[src/rtl/mnist_pkg.sv]
// mnist_pkg: shared types and constants for the MNIST batch sequencer
package mnist_pkg;
  localparam int CLASS_W     = 4;
  localparam int NUM_CLASSES = 10;
  typedef enum logic [2:0] {S_IDLE, S_ISSUE, S_WAIT, S_CHECK, S_FINISH} state_e;
endpackage

[src/rtl/mnist_timeout_cnt.sv]
// mnist_timeout_cnt: clearable up-counter that saturates at LIMIT-1 and flags terminal count
module mnist_timeout_cnt #(
  parameter int LIMIT = 200000,
  parameter int W     = 18
) (
  input  logic clk,
  input  logic rst_n,
  input  logic clr,
  input  logic en,
  output logic tc
);
  logic [W-1:0] cnt_q, cnt_d;
  always_comb begin
    tc    = cnt_q == W'(LIMIT - 1);
    cnt_d = clr ? '0 : (en && !tc) ? cnt_q + W'(1) : cnt_q;
  end
  always_ff @(posedge clk or negedge rst_n) begin
    if (!rst_n) cnt_q <= '0;
    else        cnt_q <= cnt_d;
  end
endmodule

[src/rtl/mnist_batch_ctrl.sv]
// mnist_batch_ctrl: sequences start/done handshakes over a batch of images and scores predictions
module mnist_batch_ctrl
  import mnist_pkg::*;
#(
  parameter int NUM_IMAGES     = 16,
  parameter int IDX_W          = 4,
  parameter int TIMEOUT_CYCLES = 200000,
  parameter int TO_W           = 18
) (
  input  logic               clk,
  input  logic               rst_n,
  input  logic               run,
  output logic [IDX_W-1:0]   img_idx,
  input  logic [CLASS_W-1:0] label_in,
  output logic               infer_start,
  input  logic               infer_done,
  input  logic [CLASS_W-1:0] infer_class,
  output logic               result_valid,
  output logic [CLASS_W-1:0] result_class,
  output logic               result_hit,
  output logic [IDX_W:0]     processed_cnt,
  output logic [IDX_W:0]     correct_cnt,
  output logic               busy,
  output logic               batch_done,
  output logic               timeout_err
);
  state_e             state_q, state_d;
  logic [IDX_W-1:0]   idx_q, idx_d;
  logic [CLASS_W-1:0] rclass_q, rclass_d;
  logic [IDX_W:0]     proc_q, proc_d, corr_q, corr_d;
  logic start_q, start_d, rvalid_q, rvalid_d, rhit_q, rhit_d;
  logic busy_q, busy_d, bdone_q, bdone_d, terr_q, terr_d;
  logic done_q, done_rise, hit, last, to_tc;

  mnist_timeout_cnt #(.LIMIT(TIMEOUT_CYCLES), .W(TO_W)) u_to (
    .clk  (clk),
    .rst_n(rst_n),
    .clr  (state_q == S_ISSUE),
    .en   (state_q == S_WAIT),
    .tc   (to_tc)
  );

  always_comb begin
    done_rise = infer_done & ~done_q;
    hit       = infer_class == label_in;
    last      = idx_q == IDX_W'(NUM_IMAGES - 1);
    state_d   = state_q;
    idx_d     = idx_q;
    rclass_d  = rclass_q;
    rhit_d    = rhit_q;
    proc_d    = proc_q;
    corr_d    = corr_q;
    terr_d    = terr_q;
    rvalid_d  = 1'b0;
    bdone_d   = 1'b0;
    // The start pulse leaves the register one cycle after ISSUE, so WAIT begins with it
    start_d   = state_q == S_ISSUE;
    case (state_q)
      S_IDLE: if (run) begin
        state_d = S_ISSUE;
        idx_d   = '0;
        proc_d  = '0;
        corr_d  = '0;
        terr_d  = 1'b0;
      end
      S_ISSUE: state_d = S_WAIT;
      S_WAIT: if (done_rise) begin
        state_d  = S_CHECK;
        rclass_d = infer_class;
        rhit_d   = hit;
        rvalid_d = 1'b1;
        proc_d   = proc_q + (IDX_W+1)'(1);
        corr_d   = corr_q + (IDX_W+1)'(hit);
      end else if (to_tc) begin
        state_d = S_FINISH;
        terr_d  = 1'b1;
        bdone_d = 1'b1;
      end
      S_CHECK: begin
        state_d = last ? S_FINISH : S_ISSUE;
        idx_d   = last ? idx_q : idx_q + IDX_W'(1);
        bdone_d = last;
      end
      S_FINISH: state_d = S_IDLE;
      default:  state_d = S_IDLE;
    endcase
    busy_d = state_d != S_IDLE;
  end

  always_ff @(posedge clk or negedge rst_n) begin
    if (!rst_n) begin
      state_q  <= S_IDLE;
      idx_q    <= '0;
      rclass_q <= '0;
      rhit_q   <= 1'b0;
      proc_q   <= '0;
      corr_q   <= '0;
      terr_q   <= 1'b0;
      rvalid_q <= 1'b0;
      bdone_q  <= 1'b0;
      start_q  <= 1'b0;
      busy_q   <= 1'b0;
      done_q   <= 1'b0;
    end else begin
      state_q  <= state_d;
      idx_q    <= idx_d;
      rclass_q <= rclass_d;
      rhit_q   <= rhit_d;
      proc_q   <= proc_d;
      corr_q   <= corr_d;
      terr_q   <= terr_d;
      rvalid_q <= rvalid_d;
      bdone_q  <= bdone_d;
      start_q  <= start_d;
      busy_q   <= busy_d;
      done_q   <= infer_done;
    end
  end

  assign img_idx       = idx_q;
  assign infer_start   = start_q;
  assign result_valid  = rvalid_q;
  assign result_class  = rclass_q;
  assign result_hit    = rhit_q;
  assign processed_cnt = proc_q;
  assign correct_cnt   = corr_q;
  assign busy          = busy_q;
  assign batch_done    = bdone_q;
  assign timeout_err   = terr_q;
endmodule

[config.mk]
export PLATFORM = sky130hd
export DESIGN_NAME = mnist_batch_ctrl
export DESIGN_NICKNAME = d
export VERILOG_FILES = /design/src/rtl/mnist_pkg.sv /design/src/rtl/mnist_timeout_cnt.sv /design/src/rtl/mnist_batch_ctrl.sv
export SDC_FILE = /design/constraint.sdc
export NUM_CORES = 1
export LEC_CHECK = 0
export CORE_UTILIZATION = 30
export DETAILED_ROUTE_END_ITERATION = 8
export DONT_BUFFER_PORTS = 1
export PLACE_DENSITY = 0.42
export SLEW_MARGIN = 40
export SYNTH_ARGS = -nofsm -noshare
export SYNTH_HDL_FRONTEND = slang
export SYNTH_SLANG_ARGS = --single-unit
[constraint.sdc]
create_clock -name clk -period 3.8 [get_ports clk]
set_input_delay 0.19 -clock clk [delete_from_list [all_inputs] [get_ports clk]]
set_output_delay 0.19 -clock clk [all_outputs]
set_load 0.01 [all_outputs]
==> Word level (Yosys, flattened, before mapping) <==
Index checks and enable logic that the tools add are counted.
{ "word_totals": {"register_bits": 46, "latch_bits": 0, "mem_bits_rw": 0, "rom_bits": 0, "input_bits": 12, "output_inout_bits": 24, "wordCells": 65, "memories": 0} }
{ "classes": {"n_addsub": 4, "multipliers": 0, "div_mod_pow": 0, "n_lt_le_gt_ge": 0, "eq_ne": 11, "shift": 0, "muxes": 24, "n_bitwise": 2, "reduce_logical": 11} }
{ "ops": {"columns": ["op", "n"], "rows": [
  ["$mux 18", 2],
  ["$pmux 5 s2", 2],
  ["$add 18x1->18 const B", 1],
  ["$eq 18x18->1 const B", 1],
  ["$mux 5", 3],
  ["$mux 3", 4],
  ["$pmux 3 s4", 1],
  ["$ne 2x2->1 const B", 5],
  ["$mux 4", 2],
  ["$pmux 4 s2", 1],
  ["$mux 1", 7],
  ["$eq 3x2->1 const B", 2],
  ["$reduce_and 3->1", 2],
  ["$reduce_bool 2->1", 3],
  ["$add 5x1->5", 1],
  ["$add 5x1->5 const B", 1],
  ["$add 4x1->4 const B", 1],
  ["$eq 4x4->1", 1],
  ["$eq 4x4->1 const B", 1],
  ["$pmux 1 s2", 2],
  ["$reduce_and 4->1", 1],
  ["$eq 3x1->1 const B", 1],
  ["$logic_not 3->1", 1],
  ["$reduce_bool 3->1", 1],
  ["other kinds (5)", 5]
]} }

==> Depth between registers and ports, before layout <==
{ "depth": {"ltp_word": 5, "mapped_depth": 7, "depth_no_buf": 7} }

==> Hierarchy <==
From an unflattened synthesis, not the netlist that was laid out.
{ "hier_totals": {"hier_cells": 219, "area_unflattened_um2": 2323.5} }
{ "modules_own_cells": {"columns": ["module", "instances", "cells_each", "area_each_um2", "seq_area_each_um2"], "rows": [
  ["mnist_batch_ctrl", 1, 108, 1310.0, 700.7],
  ["mnist_timeout_cnt", 1, 111, 1013.5, 450.4]
]} }

==> Least setup slack after synthesis <==
OpenSTA, ideal clock, no wires.
{ "synth_path": {"path_kind": "register to register", "from": "reg state_q[0]", "to": "reg u_to.cnt_q[17]", "setup_ns": 0.078, "t_arrival_ns": 2.028, "path_slack_ns": 1.694, "path_stages_with_launch": 7, "n_path_buf": 2, "synth_period_minus_slack_ns": 2.106, "cell_sequence": "dfrtp_1 -> or3b_1 -> buf_6 -> or3_4 -> buf_6 -> or4_1 -> a21oi_1"} }
{ "synth_via": {"elab_chain_len": 3, "elab_cells_between_ends": 5, "classes_between": "2 x eq/ne; 1 x mux; 2 x reduce/logical"} }
{ "synth_rtl": {"columns": ["element", "line", "text"], "rows": [
  ["start, declared", "mnist_batch_ctrl.sv:27", "state_e state_q, state_d;"],
  ["start signal, assigned", "mnist_batch_ctrl.sv:105", "state_q <= state_d;"],
  ["$eq 3x2->1", "mnist_batch_ctrl.sv:39", ".en (state_q == S_WAIT),"],
  ["$logic_and 1x1->1", "mnist_timeout_cnt.sv:15", "cnt_d = clr ? '0 : (en && !tc) ? cnt_q + W'(1) : cnt_q;"],
  ["$reduce_bool 2->1 (no source line)", null, null],
  ["end signal, assigned", "mnist_timeout_cnt.sv:19", "else cnt_q <= cnt_d;"],
  ["end, declared", "mnist_timeout_cnt.sv:12", "logic [W-1:0] cnt_q, cnt_d;"]
]} }
Several ways; a longest one is shown, not always the timed one.
A chain may end at the register's enable or synchronous reset.

==> Worst setup path in the final report <==
Ends and elaborated chain as after synthesis.

==> flow_results.org <==
** Timing
- Headroom to the max-slew limit came out at 0.571.
- The max-slew violation count came to 0.
- Counting I/O delays and the setup requirement, the final critical path takes 2.15 ns.
- Of the available clock period, the critical path in the final layout requires 0.565.
- Setup-failing EPs final :: 0
- RSZ-0062 raised after global routing :: false
- Slew at the pin closest to its max-slew limit :: 0.642 ns
- Final number of hold-violating endpoints :: 0
- Clock Skews :: 0.0116 ns
- Adding up every negative setup slack in the final design gives 0 ns.
- For this run, the top clock speed supported by timing is 466 MHz.

** Drt
- WL per Instance :: 15.0 um
- First-pass DRT Iterations :: 4
- Routed via count divided by cell count :: 5.01
- DRC violation count after routing :: 0
- Via count :: 1623
- Remaining number of nets flagged by the antenna check after routing :: 0
- Wirelength, routed :: 4860 um
- Initial detailed-routing violation count :: 104

** Synthesis
- Fraction of the yosys area taken by sequential cells :: 0.505
- Dominant register cell in the synthesized netlist :: sky130_fd_sc_hd__dfrtp_1
- Yosys mapped a number of flops with a built-in enable equal to 0.
- Top cell type's share of synthesized area :: 0.505
- The number of nets in the synthesized netlist is 237.
- Total of flip-flops plus latches after synthesis :: 46
- Number of warnings reported in the yosys synthesis log :: 0
- In this run, distinct cell masters in the synthesized netlist total 42.
- Cell accounting for the most synthesized area :: sky130_fd_sc_hd__dfrtp_1
- Leading cell types by total area after synthesis :: sky130_fd_sc_hd__dfrtp_1, sky130_fd_sc_hd__mux2i_1, sky130_fd_sc_hd__nand3_1
- Area of the mapped netlist :: 0.00228 mm^2
- Average footprint of a synthesized cell :: 10.4 um^2
- Of all flip-flops after synthesis, the portion carrying an async set or reset was 1.00.
- Post-synthesis instance total :: 220

** Clocking
- The number of gates resized after CTS was 0.
- CTS saw 46 sinks.
- Clock tree root buffer cell :: sky130_fd_sc_hd__clkbuf_8
- The clock tree synthesis step divided the H-tree into 2 levels.
- Clock transition time at the flip-flop clock pins of the worst setup and hold paths :: 0.09 ns
- The longest clock path from root to sink contains 2 buffers.
- TritonCTS created 5 clock buffers.
- TritonCTS clock tree :: yes
- # Post-CTS Setup Buffers :: 0
- Number of buffers added to fix hold violations after cts :: 3
- At the later pin of the worst-skew pair, clock insertion delay measures 0.30 ns.

** Cells and area
- Once layout is complete, the utilization of the core stands at 0.347.
- Of the cells placed in the final design, the portion with a size suffix greater than 1 is 0.0978.
- The final layout contains 241 nets.
- Compared with the post-synthesis result, the final layout area differs by 11.0%.
- Counting the fill cells in the layout gives 793.
- Antenna fix cells :: 0

** GRT
- Global-route wire length before repair :: 8200 um
- The total overflow left after global routing is 0.
- Largest net degree at the start of global routing :: 47
- Across every metal layer, demand over resource in global routing totals 0.137.
- The via count of the first global-routing pass came to 1655.
- Antenna violations before repair :: 0

** Floorplanning
- Die span in x :: 89.2 um
- In this run the standard cell core region covers 0.00729 mm^2.
- The floorplan step set the die height to 89.2 um.
- The floorplan has 31 rows.
- The floorplan step defined a die boundary enclosing 0.00795 mm^2.
- Pin placement for this block handled 36 I/O pins.
- Starting utilization of the core area :: 0.312

** Critical path
- CP Cell Sequence :: or3b_1 -> or3_4 -> or4_1 -> a21oi_1
- Of all nets on the critical path, the largest fanout is 9.
- The slowest stage of the critical path belongs to the cell sky130_fd_sc_hd__or3b_1.
- Reg-to-reg startpoint :: state_q[0]
- Type of destination of the critical path :: flip-flop
- Count of buffering cells on the critical path with inverters included :: 0
- Broken down by cell family, the worst path's largest delay share belongs to simple AND/OR/NAND/NOR gates.
- For the worst flop-to-flop path, the logic depth is 4.
- The critical path is of the reg2reg type.
- Worst R2R Setup Slack :: 1.65 ns
- The largest single stage delay on the critical path is 0.52 ns.
- Setup crit start kind :: flip-flop
- Critical Path AT :: 2.37 ns
- The worst register-to-register path ends at u_to.cnt_q[17].
- Required time at the worst-slack endpoint :: 4.02 ns

** Power
- Summed over all cells, the static leakage comes to 1.09 nW.
- Dividing total power by cell area gives a power density of 550 mW/mm^2.
- Internal power :: 0.905 mW
- Across the VDD grid, the largest voltage drop is 0.000218 V.
- Of the total power, combinational logic draws 0.235.
- The analysis attributes to net switching a power of 0.486 mW.
- Net switching share of the total power :: 0.349
- Power share of the clock group :: 0.262
- Design Power :: 1.39 mW
- Seq pwr share :: 0.504

** Status
- Run status :: finished, final reports clean

** Placement
- Routability-driven placement finished with a final weighted congestion of 0.703.
- Half-perimeter wire length after detailed placement :: 3400 um
- PortBufs :: 0

** Hold path
- Hold path start :: infer_class[2]
- Count of cells along the worst hold path :: 1
- Hold Path End :: result_class[2]
- Worst Hold Class :: in2reg

** Flow run
- Max Cap Violations :: 0
[logic make-up (layout without fill, tap and decap cells)]
| group | Yosys count | after routing | share of synthesized area |
|---|---|---|---|
| adder cells (fa/ha/maj) | 5 | 5 | 0.0275 |
| flip-flops | 46 | 46 | 0.505 |
| AO/OA/AOI/OAI | 33 | 33 | 0.0895 |
| multiplexers | 14 | 14 | 0.0648 |
| XOR/XNOR | 13 | 13 | 0.0500 |
| AND/OR/NAND/NOR | 93 | 93 | 0.230 |
| buffers and inverters | 16 | 21 | 0.0329 |
[worst max path at each step]
stage	to	cells after the start	start	slack (ns)
after CTS	u_to.cnt_q[17]	4	state_q[0]	1.63
after detailed placement	u_to.cnt_q[17]	4	state_q[0]	1.66
final	u_to.cnt_q[17]	4	state_q[0]	1.65
after global placement	u_to.cnt_q[17]	4	state_q[0]	1.68
after floorplan	u_to.cnt_q[17]	6	state_q[0]	1.69
after global routing	u_to.cnt_q[17]	4	state_q[0]	1.50
[sequential cells by signal (all words and copies together) (netlist names)]
name / flops
processed_cnt: 5
img_idx: 4
result_valid: 1
busy: 1
state_q: 3
done_q: 1
u_to.cnt_q: 18
batch_done: 1
result_hit: 1
result_class: 4
timeout_err: 1
infer_start: 1
correct_cnt: 5
[power groups by stage]
stage	logic [mW]	registers, mW	clock network (mW)
5_1_grt	0.377	0.721	0.400
3_3_place_gp	0.318	0.708	0
3_5_place_dp	0.316	0.710	0
4_1_cts	0.332	0.703	0.381
2_1_floorplan	0.258	0.687	0
6_report	0.327	0.700	0.364
[routing by layer]
layer,global-route usage,part of all wire,vias up
li1,-,-,809
met3,0.0406,0.055,2
met2,0.209,0.44,39
met5,0,0,-
met4,0.0519,0.0070,0
met1,0.185,0.50,773
[synthesized netlist by cell type, types with 4 or more instances]
library cell,instances
sky130_fd_sc_hd__o31ai_1,6
sky130_fd_sc_hd__nand2_1,18
sky130_fd_sc_hd__o21ai_0,10
sky130_fd_sc_hd__inv_1,8
sky130_fd_sc_hd__nand3_1,16
sky130_fd_sc_hd__or4_1,5
sky130_fd_sc_hd__ha_1,5
sky130_fd_sc_hd__nor4_1,5
sky130_fd_sc_hd__mux2i_1,8
sky130_fd_sc_hd__and2_1,5
sky130_fd_sc_hd__mux2_2,6
sky130_fd_sc_hd__nor2_1,12
sky130_fd_sc_hd__dfrtp_1,46
sky130_fd_sc_hd__nand4_1,8
sky130_fd_sc_hd__xnor2_1,4
sky130_fd_sc_hd__xor2_1,9
sky130_fd_sc_hd__a21oi_1,6
sky130_fd_sc_hd__clkbuf_1,6
[per-stage QoR]
stage               cell area (um^2)  setup WS [ns]  hold slack, ns  std cells
finish                          2530           1.65          0.0405        324
floorplan                       2280           1.69          -0.106        220
global placement                2370           1.68          -0.104        313
detailed placement              2370           1.66          -0.104        313
CTS                             2530           1.63          0.0253        324
global route                    2530           1.50          0.0192        324
[final cells by class]
class | instances | area, um^2 | share of cell area
Tap cell | 99 | 124 | 0.0490
Multi-Input combinational cell | 158 | 1050 | 0.416
Timing Repair Buffer | 5 | 62.6 | 0.0247
Clock inverter | 3 | 40.0 | 0.0158
Inverter | 8 | 30.0 | 0.0119
Clock buffer | 5 | 68.8 | 0.0272
Sequential cell | 46 | 1150 | 0.455
[cells in the final DEF (no fill, tap or decap), types with 6 or more instances in the layout]
cell / n
sky130_fd_sc_hd__o21ai_0: 10
sky130_fd_sc_hd__inv_1: 8
sky130_fd_sc_hd__xor2_1: 9
sky130_fd_sc_hd__dfrtp_1: 46
sky130_fd_sc_hd__a21oi_1: 6
sky130_fd_sc_hd__mux2_2: 6
sky130_fd_sc_hd__nand3_1: 16
sky130_fd_sc_hd__nand4_1: 8
sky130_fd_sc_hd__o31ai_1: 6
sky130_fd_sc_hd__nor2_1: 12
sky130_fd_sc_hd__mux2i_1: 8
sky130_fd_sc_hd__nand2_1: 18
Power figures use the tool's default switching activity.
